`config.mk`:
```
export PLATFORM = sky130hd
export DESIGN_NAME = bus_uart_tx
export DESIGN_NICKNAME = d
export VERILOG_FILES = /design/src/rtl/bus_uart_tx.sv
export SDC_FILE = /design/constraint.sdc
export NUM_CORES = 1
export LEC_CHECK = 0
export ABC_CLOCK_PERIOD_IN_PS = 4800
export BUFFER_PORTS_ARGS = -buffer_cell sky130_fd_sc_hd__buf_2
export CORE_UTILIZATION = 35
export CTS_BUF_LIST = sky130_fd_sc_hd__clkbuf_4 sky130_fd_sc_hd__clkbuf_8
export DETAILED_ROUTE_END_ITERATION = 16
export PLACE_DENSITY = 0.54
export SLEW_MARGIN = 10
export SYNTH_ARGS = -nofsm -noshare
export SYNTH_HDL_FRONTEND = slang
export SYNTH_SLANG_ARGS = --single-unit
```
`constraint.sdc`:
```
create_clock -name clk -period 4.8 [get_ports clk]
set_input_delay 0.24 -clock clk [delete_from_list [all_inputs] [get_ports clk]]
set_output_delay 0.24 -clock clk [all_outputs]
set_load 0.03 [all_outputs]
```
`src/rtl/bus_uart_tx.sv`:
```
// -----------------------------------------------------------------------------
// bus_uart_tx
// Memory-mapped 8N1 UART transmitter hanging off the core's data bus.
// A 16-byte register window at BASE_ADDR accepts bytes into a small TX FIFO,
// exposes a status word and a baud divider, and a four-state FSM serialises
// the buffered bytes LSB first on tx.
//
// Ports:
//   clk        system clock, all state updates on the rising edge
//   reset      synchronous active-low reset (reset==0 resets at the edge)
//   MemWrite   core store strobe, one cycle per store
//   Adr        core byte address (only [31:2] are decoded)
//   WriteData  core store data
//   hit        1 when Adr falls in this block's 16-byte window
//   rdata      read data for the addressed register, 0 when hit==0
//   tx         serial output, idle high
//
// Register map (offset Adr[3:2]):
//   0x0 TXDATA  (W)  push WriteData[7:0]; reads 0
//   0x4 STATUS  (R)  {count[8:4], overflow, empty, full, busy}; write bit3 clears overflow
//   0x8 BAUDDIV (RW) clk cycles per serial bit in [15:0]
//   0xC reserved
// -----------------------------------------------------------------------------
module bus_uart_tx #(
    parameter logic [31:0] BASE_ADDR   = 32'hFFFF_0000,
    parameter int          FIFO_DEPTH  = 4,
    parameter logic [15:0] DEFAULT_DIV = 16'd434
) (
    input  logic        clk,
    input  logic        reset,
    input  logic        MemWrite,
    input  logic [31:0] Adr,
    input  logic [31:0] WriteData,
    output logic        hit,
    output logic [31:0] rdata,
    output logic        tx
);

    localparam int PTR_W = $clog2(FIFO_DEPTH);
    localparam int CNT_W = PTR_W + 1;

    typedef enum logic [1:0] {
        IDLE,
        START,
        DATA,
        STOP
    } state_t;

    // Bus decode
    logic [1:0]       offset;
    logic             wr;
    logic             push_req;
    logic             push_ok;
    logic             clear_ovf;
    logic             baud_wr;

    // FIFO
    logic [7:0]       fifo_mem [FIFO_DEPTH];
    logic [PTR_W-1:0] wr_ptr;
    logic [PTR_W-1:0] rd_ptr;
    logic [CNT_W-1:0] count;
    logic [4:0]       count_ext;
    logic             full;
    logic             empty;
    logic             pop;
    logic [7:0]       head;

    // Control/status registers
    logic             overflow;
    logic [15:0]      bauddiv;
    logic [15:0]      eff;

    // Serialiser
    state_t           state;
    state_t           state_next;
    logic [7:0]       shift;
    logic [7:0]       shift_next;
    logic [2:0]       bit_idx;
    logic [2:0]       bit_idx_next;
    logic [15:0]      cyc;
    logic [15:0]      cyc_next;
    logic [15:0]      bit_eff;
    logic [15:0]      bit_eff_next;
    logic             bit_done;
    logic             tx_next;
    logic             tx_q;
    logic             busy;

    // Address bits below word granularity and the upper store bits are
    // intentionally not decoded.
    logic             unused_bits;
    assign unused_bits = ^{Adr[1:0], WriteData[31:16]};

    // Window decode and per-register write strobes.
    assign hit       = (Adr[31:4] == BASE_ADDR[31:4]);
    assign offset    = Adr[3:2];
    assign wr        = MemWrite & hit;
    assign push_req  = wr && (offset == 2'd0);
    assign push_ok   = push_req && !full;
    assign clear_ovf = wr && (offset == 2'd1) && WriteData[3];
    assign baud_wr   = wr && (offset == 2'd2);

    assign full      = (count == CNT_W'(FIFO_DEPTH));
    assign empty     = (count == '0);
    assign head      = fifo_mem[rd_ptr];
    assign count_ext = 5'(count);
    assign busy      = (state != IDLE);

    // A divider of 0 would never complete a bit, so it behaves as 1.
    assign eff       = (bauddiv == 16'd0) ? 16'd1 : bauddiv;

    // bit_eff is latched at each bit boundary, so a divider write mid-bit
    // only takes effect on the following bit. It is never 0.
    assign bit_done  = (cyc == (bit_eff - 16'd1));

    assign tx        = tx_q;

    // Combinational read mux; STATUS reflects pre-edge state.
    always_comb begin
        rdata = 32'd0;
        if (hit) begin
            case (offset)
                2'd1:    rdata = {23'd0, count_ext, overflow, empty, full, busy};
                2'd2:    rdata = {16'd0, bauddiv};
                default: rdata = 32'd0;
            endcase
        end
    end

    // FIFO storage: contents need no reset, the pointers define validity.
    always_ff @(posedge clk) begin
        if (push_ok) begin
            fifo_mem[wr_ptr] <= WriteData[7:0];
        end
    end

    // FIFO pointers and occupancy. A full FIFO drops the push even if a pop
    // happens at the same edge.
    always_ff @(posedge clk) begin
        if (!reset) begin
            wr_ptr <= '0;
            rd_ptr <= '0;
            count  <= '0;
        end else begin
            if (push_ok) begin
                wr_ptr <= wr_ptr + 1'b1;
            end
            if (pop) begin
                rd_ptr <= rd_ptr + 1'b1;
            end
            case ({push_ok, pop})
                2'b10:   count <= count + 1'b1;
                2'b01:   count <= count - 1'b1;
                default: count <= count;
            endcase
        end
    end

    // Sticky overflow flag and the baud divider register.
    always_ff @(posedge clk) begin
        if (!reset) begin
            overflow <= 1'b0;
            bauddiv  <= DEFAULT_DIV;
        end else begin
            if (push_req && full) begin
                overflow <= 1'b1;
            end else if (clear_ovf) begin
                overflow <= 1'b0;
            end
            if (baud_wr) begin
                bauddiv <= WriteData[15:0];
            end
        end
    end

    // Serialiser state register. tx is registered from the next-state value
    // so the line is glitch-free and changes exactly at state transitions.
    always_ff @(posedge clk) begin
        if (!reset) begin
            state   <= IDLE;
            shift   <= 8'd0;
            bit_idx <= 3'd0;
            cyc     <= 16'd0;
            bit_eff <= 16'd1;
            tx_q    <= 1'b1;
        end else begin
            state   <= state_next;
            shift   <= shift_next;
            bit_idx <= bit_idx_next;
            cyc     <= cyc_next;
            bit_eff <= bit_eff_next;
            tx_q    <= tx_next;
        end
    end

    // Next-state logic for the frame sequencer. STOP pops the next byte
    // directly into START so back-to-back frames have no idle gap.
    always_comb begin
        state_next   = state;
        shift_next   = shift;
        bit_idx_next = bit_idx;
        cyc_next     = cyc;
        bit_eff_next = bit_eff;
        pop          = 1'b0;

        case (state)
            IDLE: begin
                if (!empty) begin
                    pop          = 1'b1;
                    shift_next   = head;
                    bit_idx_next = 3'd0;
                    cyc_next     = 16'd0;
                    bit_eff_next = eff;
                    state_next   = START;
                end
            end

            START: begin
                if (bit_done) begin
                    cyc_next     = 16'd0;
                    bit_idx_next = 3'd0;
                    bit_eff_next = eff;
                    state_next   = DATA;
                end else begin
                    cyc_next = cyc + 16'd1;
                end
            end

            DATA: begin
                if (bit_done) begin
                    cyc_next     = 16'd0;
                    bit_eff_next = eff;
                    shift_next   = {1'b0, shift[7:1]};
                    bit_idx_next = bit_idx + 3'd1;
                    if (bit_idx == 3'd7) begin
                        state_next = STOP;
                    end
                end else begin
                    cyc_next = cyc + 16'd1;
                end
            end

            STOP: begin
                if (bit_done) begin
                    cyc_next     = 16'd0;
                    bit_eff_next = eff;
                    if (!empty) begin
                        pop          = 1'b1;
                        shift_next   = head;
                        bit_idx_next = 3'd0;
                        state_next   = START;
                    end else begin
                        state_next = IDLE;
                    end
                end else begin
                    cyc_next = cyc + 16'd1;
                end
            end

            default: begin
                state_next = IDLE;
            end
        endcase
    end

    // Line level for the cycle after the edge, derived from the next state.
    always_comb begin
        tx_next = 1'b1;
        case (state_next)
            START:   tx_next = 1'b0;
            DATA:    tx_next = shift_next[0];
            default: tx_next = 1'b1;
        endcase
    end

endmodule

```
# Word-level counts from Yosys, hierarchy flattened
# Memories as Yosys holds them, arrays and structs flattened. A register that Yosys moved wholly into a read port is not among the register bits.
# Cells that the tools add are included.
# Widths: inputs -> output; s select.
[word_totals]
ff_bits = 70
ram_bits = 32
out_inout_bits = 34
elab_cells = 94
memories = 1
[classes]
addsub = 7
n_eq_ne = 18
n_mux = 36
n_bitwise = 1
reduce_logical = 19
[mem_list]
columns = ["name", "depth", "width", "rd", "rd_clocked_by_memory_dff", "wr", "line_no", "source"]
rows = [
  ["fifo_mem", 4, 8, 1, 1, 1, "58", "logic [7:0] fifo_mem [FIFO_DEPTH];"],
]
[ops]
columns = ["cell", "count"]
rows = [
  ["$mux 16", 6],
  ["$pmux 16 s2", 3],
  ["$eq 28x28->1 const B", 1],
  ["$mux 8", 3],
  ["$pmux 8 s3", 1],
  ["$add 16x1->16 const B", 1],
  ["$eq 16x16->1", 1],
  ["$logic_not 16->1", 1],
  ["$sub 16x1->16 const B", 1],
  ["$mux 2", 7],
  ["$mux 3", 4],
  ["$pmux 3 s4", 1],
  ["$eq 2x2->1 const B", 5],
  ["$eq 2x1->1 const B", 4],
  ["$ne 2x2->1 const B", 4],
  ["$pmux 2 s4", 1],
  ["$mux 1", 7],
  ["$add 3x1->3 const B", 2],
  ["$eq 3x3->1 const B", 2],
  ["$logic_and 1x1->1", 6],
  ["$pmux 3 s2", 1],
  ["$reduce_and 3->1", 2],
  ["$reduce_bool 2->1", 3],
  ["$add 2x1->2 const B", 2],
  ["10 further kinds", 12],
]

# Longest topological paths before layout
# Gate-level depths: netlist (run 1).
[depth]
depth_word = 6
ltp_mapped = 17
depth_no_buf = 15

# Least setup slack after synthesis (run 1)
# No wires, ideal clock.
[synth_timing]
path_type = "flip-flop to flip-flop"
start = "reg bit_eff[0]"
end = "reg count[2]"
setup_ns = 0.076
arrival_time_ns = 3.387
path_slack_ns = 1.338
path_stages_with_launch = 18
path_buffers = 2
synth_period_minus_slack_ns = 3.462
path_cell_list = "dfxtp_1 > buf_6 > inv_1 > ha_1 > inv_1 > or4_1 > a311o_1 > a21oi_1 > and4_1 > buf_4 > a21oi_4 > nor3_2 > ha_1 > inv_1 > fa_1 > xor2_1 > or3_1 > a21boi_0"
[synth_between]
elab_chain_len = 6
[synth_lines]
columns = ["item", "line_no", "source"]
rows = [
  ["from (decl)", "82", "logic [15:0] bit_eff;"],
  ["from (signal assigned)", "191", "bit_eff <= bit_eff_next;"],
  ["$sub 16x1->16 (*)", "114", "assign bit_done = (cyc == (bit_eff - 16'd1));"],
  ["$eq 16x16->1 (*)", "114", ""],
  ["$mux 1 (*)", "244", "if (bit_done) begin"],
  ["$pmux 1 s2 (*)", "206", "case (state)"],
  ["named net pop", "65", "logic pop;"],
  ["$eq 2x1->1 / $eq 2x2->1 (equally long branches)", "151", "case ({push_ok, pop})"],
  ["$pmux 3 s2 / $reduce_bool 2->1 (equally long branches)", "-", ""],
  ["to (signal assigned)", "152", "2'b10: count <= count + 1'b1;"],
  ["to (signal assigned)", "153", "2'b01: count <= count - 1'b1;"],
  ["to (signal assigned)", "154", "default: count <= count;"],
  ["to (decl)", "61", "logic [CNT_W-1:0] count;"],
]
# Mark *: on every way through the listed nets, which the timed path passes. The rest lies on a longest branch.
# A chain may end at the register's enable or synchronous reset.

# Worst setup path after layout (run 1)
# Same ends and word-level chain as after synthesis.

==> impl_metrics.yaml, run 1 <==
clocking:
  clockBufferDepth: 2
  cts_buffers: 9
  cts_setup_buffers: 0
  clockRootBuffer: "clkbuf_8"
  clock_latency_ns: 0.41
  holdBufCountCts: 0
  cts_num_sinks: 104
  cts_tree: "built"
  cts-htree-levels: 3
  cts-resized-gates: 0
  clkTransAtPathRegs_ns: 0.11
setup_path:
  path_max_fanout: 10
  worst_path_max_delay_cell: "a2111oi_0"
  r2r_cells: 15
  required_ns: 5.13
  slowest_delay_ns: 0.42
  arrival_ns: 4.29
  cp-startpoint: "bit_eff[0]$_SDFFE_PN1P_"
  startpoint_type: "register"
  worst-path-buf-inv: 2
  end_kind: "register"
  regToRegSetupSlack_ns: 0.84
  crit_end: "count[2]$_SDFFE_PN0P_"
  crit-reg2reg-launch: "bit_eff[0]$_SDFFE_PN1P_"
  cp.depth: 15
  r2r_end: "count[2]$_SDFFE_PN0P_"
  crit_type: "reg2reg"
  worstPathCellList: "inv_1, ha_1, nor2b_1, and3_1, a32oi_1, a2111oi_0, and4_1, a21oi_4, nor3_2, ha_1, inv_1, fa_1, xor2_1, or3_1, a21boi_0"
  critPathTopFamily: "simple AND/OR/NAND/NOR gates"
logic_synthesis:
  ys.warnings.count: 0
  syn_inst: 594
  synth_seq_area_share_pct: 42.1
  synth_top_family_by_area: "simple AND/OR/NAND/NOR gates"
  synth_seq_cells: 104
  synth_cell_types: 63
  avgSynthCellArea_um2: 9.61
  synth_edf_count: 32
  synth_area_um2: 5710
  synth_compound_gate_area_share_pct: 14.2
  synth_ff_type: "dfxtp_1"
  synth-adder-area-share_pct: 4.30
  synthXorXnorAreaFrac_pct: 3.79
  synth-simple-area-share_pct: 22.3
  ys_async_sr_fraction_pct: 0
  synthMuxAreaShare_pct: 7.54
power_and_ir_drop:
  max-vdd-ir-drop_mv: 0.158
  powerDensity_nw_per_um2: 329
  p_leak_uw: 0.00242
place:
  io_buffers: 66
  dpl.hpwl_mm: 9.43
  gp_congestion: 0.826
sta:
  skew_ns: 0.0165
  period_share_pct: 82.5
  rsz0062_at_grt: "false"
  setup-violations-final: 0
  worst_pin_slew_ns: 1.27
  slew_headroom_pct: 14.4
  final_hold_viol_count: 0
  fmax_ghz: 0.252
  setup_tns_ns: 0
  period_minus_slack_ns: 3.96
  maxSlewViolCount: 0
route:
  vias: 4448
  first_iter_violations: 207
  wl_mm: 12.9
  drt-pass1-iter-count: 5
  viasPerCell: 5.15
  drtAntennaViolNets: 0
  drcViolationCount: 0
  wl_per_cell_um: 15.0
floorplanning:
  die_area_um2: 16800
  start_util_pct: 35.9
  dieHeight_um: 130
  ios: 101
  die_w_um: 130
  rows: 46
  core_area_um2: 15900
finish:
  finalNetCount: 728
  final_common_cell: "nand2_1"
  drive_above_1_share_pct: 15.9
  mostFrequentLayoutCells: "nand2_1 (74), dfxtp_1 (72), buf_2 (66), edfxtp_1 (32), o21ai_0 (31)"
  diodes: 0
  syn_to_final_growth_pct: 11.0
  utilization_pct: 39.9
global_route:
  grt_overflow_total: 0
  antenna_found_initial: 0
  grt_pass1_wl_mm: 21.5
  grt_max_degree: 73
  grt_use_total_pct: 16.5
  grt_pass1_vias: 4332
min_path:
  min-delay-start: "WriteData[8]"
  hold_class: "in2reg"
run:
  cap_violations: 0
run_status:
  outcome: "completed"
[worst min-delay path by stage]
| stage | cells after the start | endpoint | slack [ns] |
|---|---|---|---|
| finish | 3 | bauddiv[8]$_SDFFE_PN1P_ | 0.06 |
| global placement | 2 | bit_idx[2]$_SDFFE_PN0P_ | 0.46 |
| CTS | 3 | bauddiv[8]$_SDFFE_PN1P_ | 0.05 |
| global route | 1 | fifo_mem[3][4]$_DFFE_PP_ | 0.06 |
| floorplan | 0 | fifo_mem[0][0]$_DFFE_PP_ | 0.34 |
| detailed placement | 3 | bauddiv[8]$_SDFFE_PN1P_ | 0.46 |
[metal layers]
layer | global-route usage (%) | part of all wire, %
met5 | 0 | 0
met4 | 6.63 | 1.6
met3 | 1.89 | 3.8
met2 | 27.1 | 47
met1 | 22.1 | 48
[synth_stat cells, types with 18 or more instances]
library cell	instances	share of area, %
a21boi_0	27	3.6
and3_1	20	2.2
buf_4	19	2.5
clkbuf_1	21	1.4
dfxtp_1	72	25
edfxtp_1	32	17
ha_1	18	3.9
inv_1	18	1.2
mux2i_1	25	4.4
nand2_1	74	4.9
nor2b_1	22	2.4
o21ai_0	31	2.7
[registers in the layout, indices dropped and copies added (netlist names), named ones only]
name,flops
rd_ptr,2
shift,8
bit_idx,3
fifo_mem,32
state,2
bit_eff,16
count,3
wr_ptr,2
tx,1
overflow,1
cyc,16
bauddiv,16
[logic make-up (layout without fill, tap and decap cells)]
group | after synthesis | in the layout
mux | 33 | 33
flops | 104 | 104
simple gates | 233 | 233
buf+inv | 64 | 102
compound gates | 117 | 117
xor+xnor | 23 | 23
other cells | 1 | 16
fa+ha+maj | 19 | 19
[power by group]
part	total [uW]	internal, uW	switching, uW
logic	543	195	347
clock network	580	215	365
registers	960	926	33.9
[per-stage QoR]
| step | total power (uW) | hold WS, ns | instance area [um^2] | worst slack [ns] | instances |
|---|---|---|---|---|---|
| 5_1_grt | 2200 | 0.0624 | 6340 | 0.603 | 863 |
| 6_report | 2080 | 0.0592 | 6340 | 0.839 | 863 |
| 2_1_floorplan | 1420 | 0.339 | 5770 | 1.34 | 609 |
| 3_3_place_gp | 1520 | 0.458 | 6120 | 0.899 | 847 |
| 4_1_cts | 2110 | 0.0459 | 6340 | 0.831 | 863 |
| 3_5_place_dp | 1520 | 0.462 | 6120 | 0.863 | 847 |
[worst min-delay path, stage by stage]
cell and delay, ns:
buf_2 0.08, mux2i_1 0.05, nand2_1 0.05
[final cells by class]
| cell class | instances | area (um^2) |
|---|---|---|
| Tap cell | 216 | 270 |
| Multi-Input combinational cell | 441 | 3040 |
| Clock buffer | 9 | 124 |
| Clock inverter | 7 | 88.8 |
| Inverter | 18 | 67.6 |
| Sequential cell | 104 | 2400 |
| Fill cell | 1594 | 9550 |
| Timing Repair Buffer | 68 | 345 |
(Power assumes the default switching activity.)
==> inputs of run 2 (changes only) <==
- ABC_CLOCK_PERIOD_IN_PS: 4800 -> 3900
- clock period: 4.8 -> 3.9 ns (I/O delays scaled with it)
==> impl_metrics.yaml, run 2 (same netlist as run 1, synthesis figures left out) <==
place:
  io_buffers: 66
  place_area_um2: 6160
  dp.cells: 852
  gp_congestion: 0.847
  dpl.hpwl_mm: 9.57
power_and_ir_drop:
  p_clk_share_pct: 26.8
  p_comb_share_pct: 27.1
  max-vdd-ir-drop_mv: 0.214
  powerDensity_nw_per_um2: 401
  netSwitchingPower_uw: 911
  seqPwrFrac_pct: 46.0
  p_leak_uw: 0.00244
  p_int_uw: 1660
  swShare_pct: 35.5
sta:
  setup_tns_ns: 0
  maxSlewViolCount: 0
  rsz0062_at_grt: "false"
  fmax_ghz: 0.274
  final_hold_viol_count: 0
  slew_headroom_pct: 25.3
  setup-violations-final: 0
  skew_ns: 0.0164
  worst_pin_slew_ns: 1.12
  period_minus_slack_ns: 3.66
  period_share_pct: 93.7
floorplanning:
  die_area_um2: 16800
  die_w_um: 130
  start_util_pct: 35.9
  rows: 46
  ios: 101
  core_area_um2: 15900
  dieHeight_um: 130
min_path:
  hold_class: "in2reg"
run_status:
  outcome: "completed"
clocking:
  clkTransAtPathRegs_ns: 0.12
  cts_tree: "built"
  clockBufferDepth: 2
  cts_num_sinks: 104
  cts_buffers: 9
  clock_latency_ns: 0.38
  clockRootBuffer: "clkbuf_8"
  cts-htree-levels: 3
route:
  drt-pass1-iter-count: 4
  drcViolationCount: 0
  wl_mm: 13.1
  viasPerCell: 5.15
  drtAntennaViolNets: 0
  vias: 4478
  wl_per_cell_um: 15.1
  first_iter_violations: 250
finish:
  postLayoutCellArea_um2: 6390
  utilization_pct: 40.3
  final_common_cell: "nand2_1"
  mostFrequentLayoutCells: "nand2_1 (74), dfxtp_1 (71), buf_2 (66), edfxtp_1 (32), o21ai_0 (31)"
  drive_above_1_share_pct: 17.5
  largest_register_ffs: 32
  finalNetCount: 734
  regMostFlops: "fifo_mem"
  syn_to_final_growth_pct: 12.0
  final_cell_count_no_fill: 869
  diodes: 0
setup_path:
  slowest_delay_ns: 0.50
  end_kind: "register"
  critPathTopFamily: "simple AND/OR/NAND/NOR gates"
  worst_path_max_delay_cell: "or4_1"
  arrival_ns: 3.97
  path_max_fanout: 10
  required_ns: 4.21
  startpoint_type: "register"
  worstPathCellList: "inv_1, ha_2, inv_1, or4_1, a311o_1, a21oi_1, and4_2, a21oi_4, nor3_4, ha_1, inv_1, fa_1, xor2_1, or3_1, a21boi_0"
  worst-path-buf-inv: 3
  crit_type: "reg2reg"
  crit_path_frequent_cell: "inv_1"
global_route:
  grt_pass1_vias: 4431
  antenna_found_initial: 0
  grt_max_degree: 73
  grt_use_total_pct: 16.6
  grt_pass1_wl_mm: 21.9
  grt_overflow_total: 0
run:
  cap_violations: 0
-- run 2: worst paths after layout --
kind,depth (start not counted),start,end,slack [ns]
setup / recovery,15,bit_eff[0]$_SDFFE_PN1P_,count[2]$_SDFFE_PN0P_,0.24
hold / removal,1,WriteData[0],fifo_mem[1][0]$_DFFE_PP_,0.03
setup reg to reg,15,bit_eff[0]$_SDFFE_PN1P_,count[2]$_SDFFE_PN0P_,0.24
hold reg to reg,2,bit_idx[1]$_SDFFE_PN0P_,bit_idx[1]$_SDFFE_PN0P_,0.49
-- run 2: area by class of cell --
class / instances / area, um^2
clock inverters: 7 / 81.3
fillers: 1599 / 9490
multi-input cells: 441 / 3060
well taps: 216 / 270
flip-flops and latches: 104 / 2400
inverters: 18 / 67.6
clock buffers: 9 / 124
repair buffers: 74 / 390
-- run 2: power groups by stage --
stage               registers, uW  clock network [uW]  logic (uW)
floorplan                    1190                   0         559
global placement             1200                   0         681
detailed placement           1200                   0         685
CTS                          1180                 713         687
global route                 1190                 754         774
finish                       1180                 689         697
-- run 2: through the flow --
stage               total power, uW  setup WS (ns)  hold slack (ns)
floorplan                      1750          0.438            0.294
global placement               1880          0.170            0.420
detailed placement             1890         0.0205            0.418
CTS                            2580        0.00935           0.0158
global route                   2720        0.00536           0.0180
finish                         2570          0.244           0.0338
-- run 2: what timing repair did --
| item | CTS | global route |
|---|---|---|
| setup endpoints to repair | 0 | 1 |
| hold buffers | 0 | 0 |
| hold endpoints to repair | 0 | 0 |
| buffers inserted | 0 | 1 |
| gates resized for setup | 0 | 7 |
-- run 2: routing by layer --
| layer | up-vias | global-route usage, % | wire length [um] |
|---|---|---|---|
| li1 | 2211 | - | - |
| met4 | 0 | 4.38 | 123 |
| met3 | 8 | 3.28 | 628 |
| met1 | 2130 | 21.9 | 6260 |
| met5 | - | 0 | 0 |
| met2 | 129 | 27.8 | 6130 |
==> inputs of run 3 (changes only) <==
==> constraint.sdc (replaced) <==
create_clock -name clk -period 3.9 [get_ports clk]
set_input_delay 0 -clock clk [delete_from_list [all_inputs] [get_ports clk]]
set_output_delay 0 -clock clk [all_outputs]
set_load 0.03 [all_outputs]
==> impl_metrics.yaml, run 3 (same netlist as run 1, synthesis figures left out) <==
min_path:
  min-delay-start: "MemWrite"
  holdPathStages: 4
  holdPathEnd: "overflow$_SDFFE_PN0P_"
  hold_class: "in2reg"
floorplanning:
  dieHeight_um: 130
  core_area_um2: 15900
  die_area_um2: 16800
  start_util_pct: 35.9
  die_w_um: 130
  ios: 101
  rows: 46
setup_path:
  crit_type: "reg2reg"
  arrival_ns: 3.98
  startpoint_type: "register"
  path_max_fanout: 10
  r2r_end: "count[2]$_SDFFE_PN0P_"
  worst_path_max_delay_cell: "or4_4"
  worstPathCellList: "or4_4, a211o_1, a221o_1, a21oi_1, and4_2, a21oi_4, nor3_4, ha_2, inv_1, fa_1, xor2_1, or3_1, a21boi_0"
  required_ns: 4.22
  crit-reg2reg-launch: "cyc[3]$_SDFFE_PN0P_"
  regToRegSetupSlack_ns: 0.24
  r2r_cells: 13
  end_kind: "register"
  slowest_delay_ns: 0.55
power_and_ir_drop:
  seqPwrFrac_pct: 44.7
  p_clk_share_pct: 27.7
  netSwitchingPower_uw: 908
  swShare_pct: 34.4
  powerDensity_nw_per_um2: 403
  p_leak_uw: 0.00249
  p_int_uw: 1730
  p_comb_share_pct: 27.6
  max-vdd-ir-drop_mv: 0.161
sta:
  setup-violations-final: 0
  rsz0062_at_grt: "false"
  final_hold_viol_count: 0
  fmax_ghz: 0.273
  worst_pin_slew_ns: 1.13
  period_minus_slack_ns: 3.66
  slew_headroom_pct: 24.7
  maxSlewViolCount: 0
  finalWorstSetupSlack_ns: 0.236
  setup_tns_ns: 0
  holdWs_ns: 0.120
  period_share_pct: 93.9
  skew_ns: 0.0167
finish:
  regMostFlops: "fifo_mem"
  drive_above_1_share_pct: 16.9
  utilization_pct: 41.2
  largest_register_ffs: 32
  final_common_cell: "nand2_1"
  diodes: 0
  mostFrequentLayoutCells: "nand2_1 (74), dfxtp_1 (71), buf_2 (66), edfxtp_1 (32), o21ai_0 (31)"
  syn_to_final_growth_pct: 14.7
  final_cell_count_no_fill: 883
  finalNetCount: 748
global_route:
  grt_use_total_pct: 16.8
  grt_pass1_wl_mm: 21.8
  grt_max_degree: 73
  antenna_found_initial: 0
  grt_overflow_total: 0
  grt_pass1_vias: 4478
run:
  cap_violations: 0
place:
  dpl.hpwl_mm: 9.72
  post-place-ws_ns: 0.0310
  dp.cells: 850
  io_buffers: 66
  gp_congestion: 0.829
clocking:
  clockBufferDepth: 2
  cts_num_sinks: 104
  clock_latency_ns: 0.39
  clockRootBuffer: "clkbuf_8"
  clkTransAtPathRegs_ns: 0.11
  cts_tree: "built"
  cts-htree-levels: 3
  cts_buffers: 9
route:
  wl_per_cell_um: 15.0
  viasPerCell: 5.18
  vias: 4575
  wl_mm: 13.3
  drt-pass1-iter-count: 5
  drcViolationCount: 0
  drtAntennaViolNets: 0
  first_iter_violations: 201
run_status:
  outcome: "completed"
-- run 3: per-stage QoR --
step	cell area, um^2	power (uW)
finish	6550	2640
global route	6550	2800
CTS	6530	2630
detailed placement	6150	1890
global placement	6150	1880
floorplan	5770	1750
-- run 3: worst max path at each step --
stage / startpoint / endpoint / slack, ns / cells after the start
2_1_floorplan: bit_eff[0]$_SDFFE_PN1P_ / count[2]$_SDFFE_PN0P_ / 0.44 / 17
3_3_place_gp: bit_eff[0]$_SDFFE_PN1P_ / count[2]$_SDFFE_PN0P_ / 0.19 / 15
3_5_place_dp: bit_eff[0]$_SDFFE_PN1P_ / count[2]$_SDFFE_PN0P_ / 0.03 / 15
4_1_cts: bit_eff[0]$_SDFFE_PN1P_ / count[2]$_SDFFE_PN0P_ / 0.02 / 15
5_1_grt: bit_eff[1]$_SDFFE_PN0P_ / count[2]$_SDFFE_PN0P_ / 0.01 / 15
6_report: cyc[3]$_SDFFE_PN0P_ / count[2]$_SDFFE_PN0P_ / 0.24 / 13
-- run 3: per-layer routing --
| metal | vias up | routed length, um | track usage (%) |
|---|---|---|---|
| li1 | 2238 | - | - |
| met1 | 2167 | 6100 | 21.5 |
| met2 | 154 | 6390 | 28.5 |
| met3 | 16 | 522 | 2.01 |
| met4 | 0 | 247 | 7.11 |
| met5 | - | 0 | 0 |
-- run 3: area by class of cell --
| type | instances | area, um^2 |
|---|---|---|
| clock buffer | 9 | 124 |
| timing repair buffer | 88 | 536 |
| sequential | 104 | 2400 |
| tap | 216 | 270 |
| fill | 1554 | 9330 |
| inverter | 18 | 67.6 |
| clock inverter | 7 | 95.1 |
| multi-input combinational | 441 | 3060 |
-- run 3: what timing repair did --
item / 4_1_cts / 5_1_grt
buffers inserted: 0 / 1
setup endpoints to repair: 0 / 1
resized for setup: 0 / 8
hold endpoints to repair: 48 / 0
hold buffers: 16 / 0
-- run 3: critical path: cells and delay by family (launching register included) --
kind                       cells  cell delay (ns)
DFF                            1             0.38
adders and majority gates      2             0.60
AOI/OAI and AO/OA              5             1.05
buffers and inverters          1             0.06
and+or+nand+nor                4             1.34
xor gates and xnor gates       1             0.16
-- run 3: power groups by stage --
stage | Combinational (uW) | Clock (uW) | Sequential, uW
finish | 730 | 732 | 1180
global route | 808 | 800 | 1190
CTS | 697 | 757 | 1180
detailed placement | 683 | 0 | 1210
global placement | 679 | 0 | 1200
floorplan | 559 | 0 | 1190
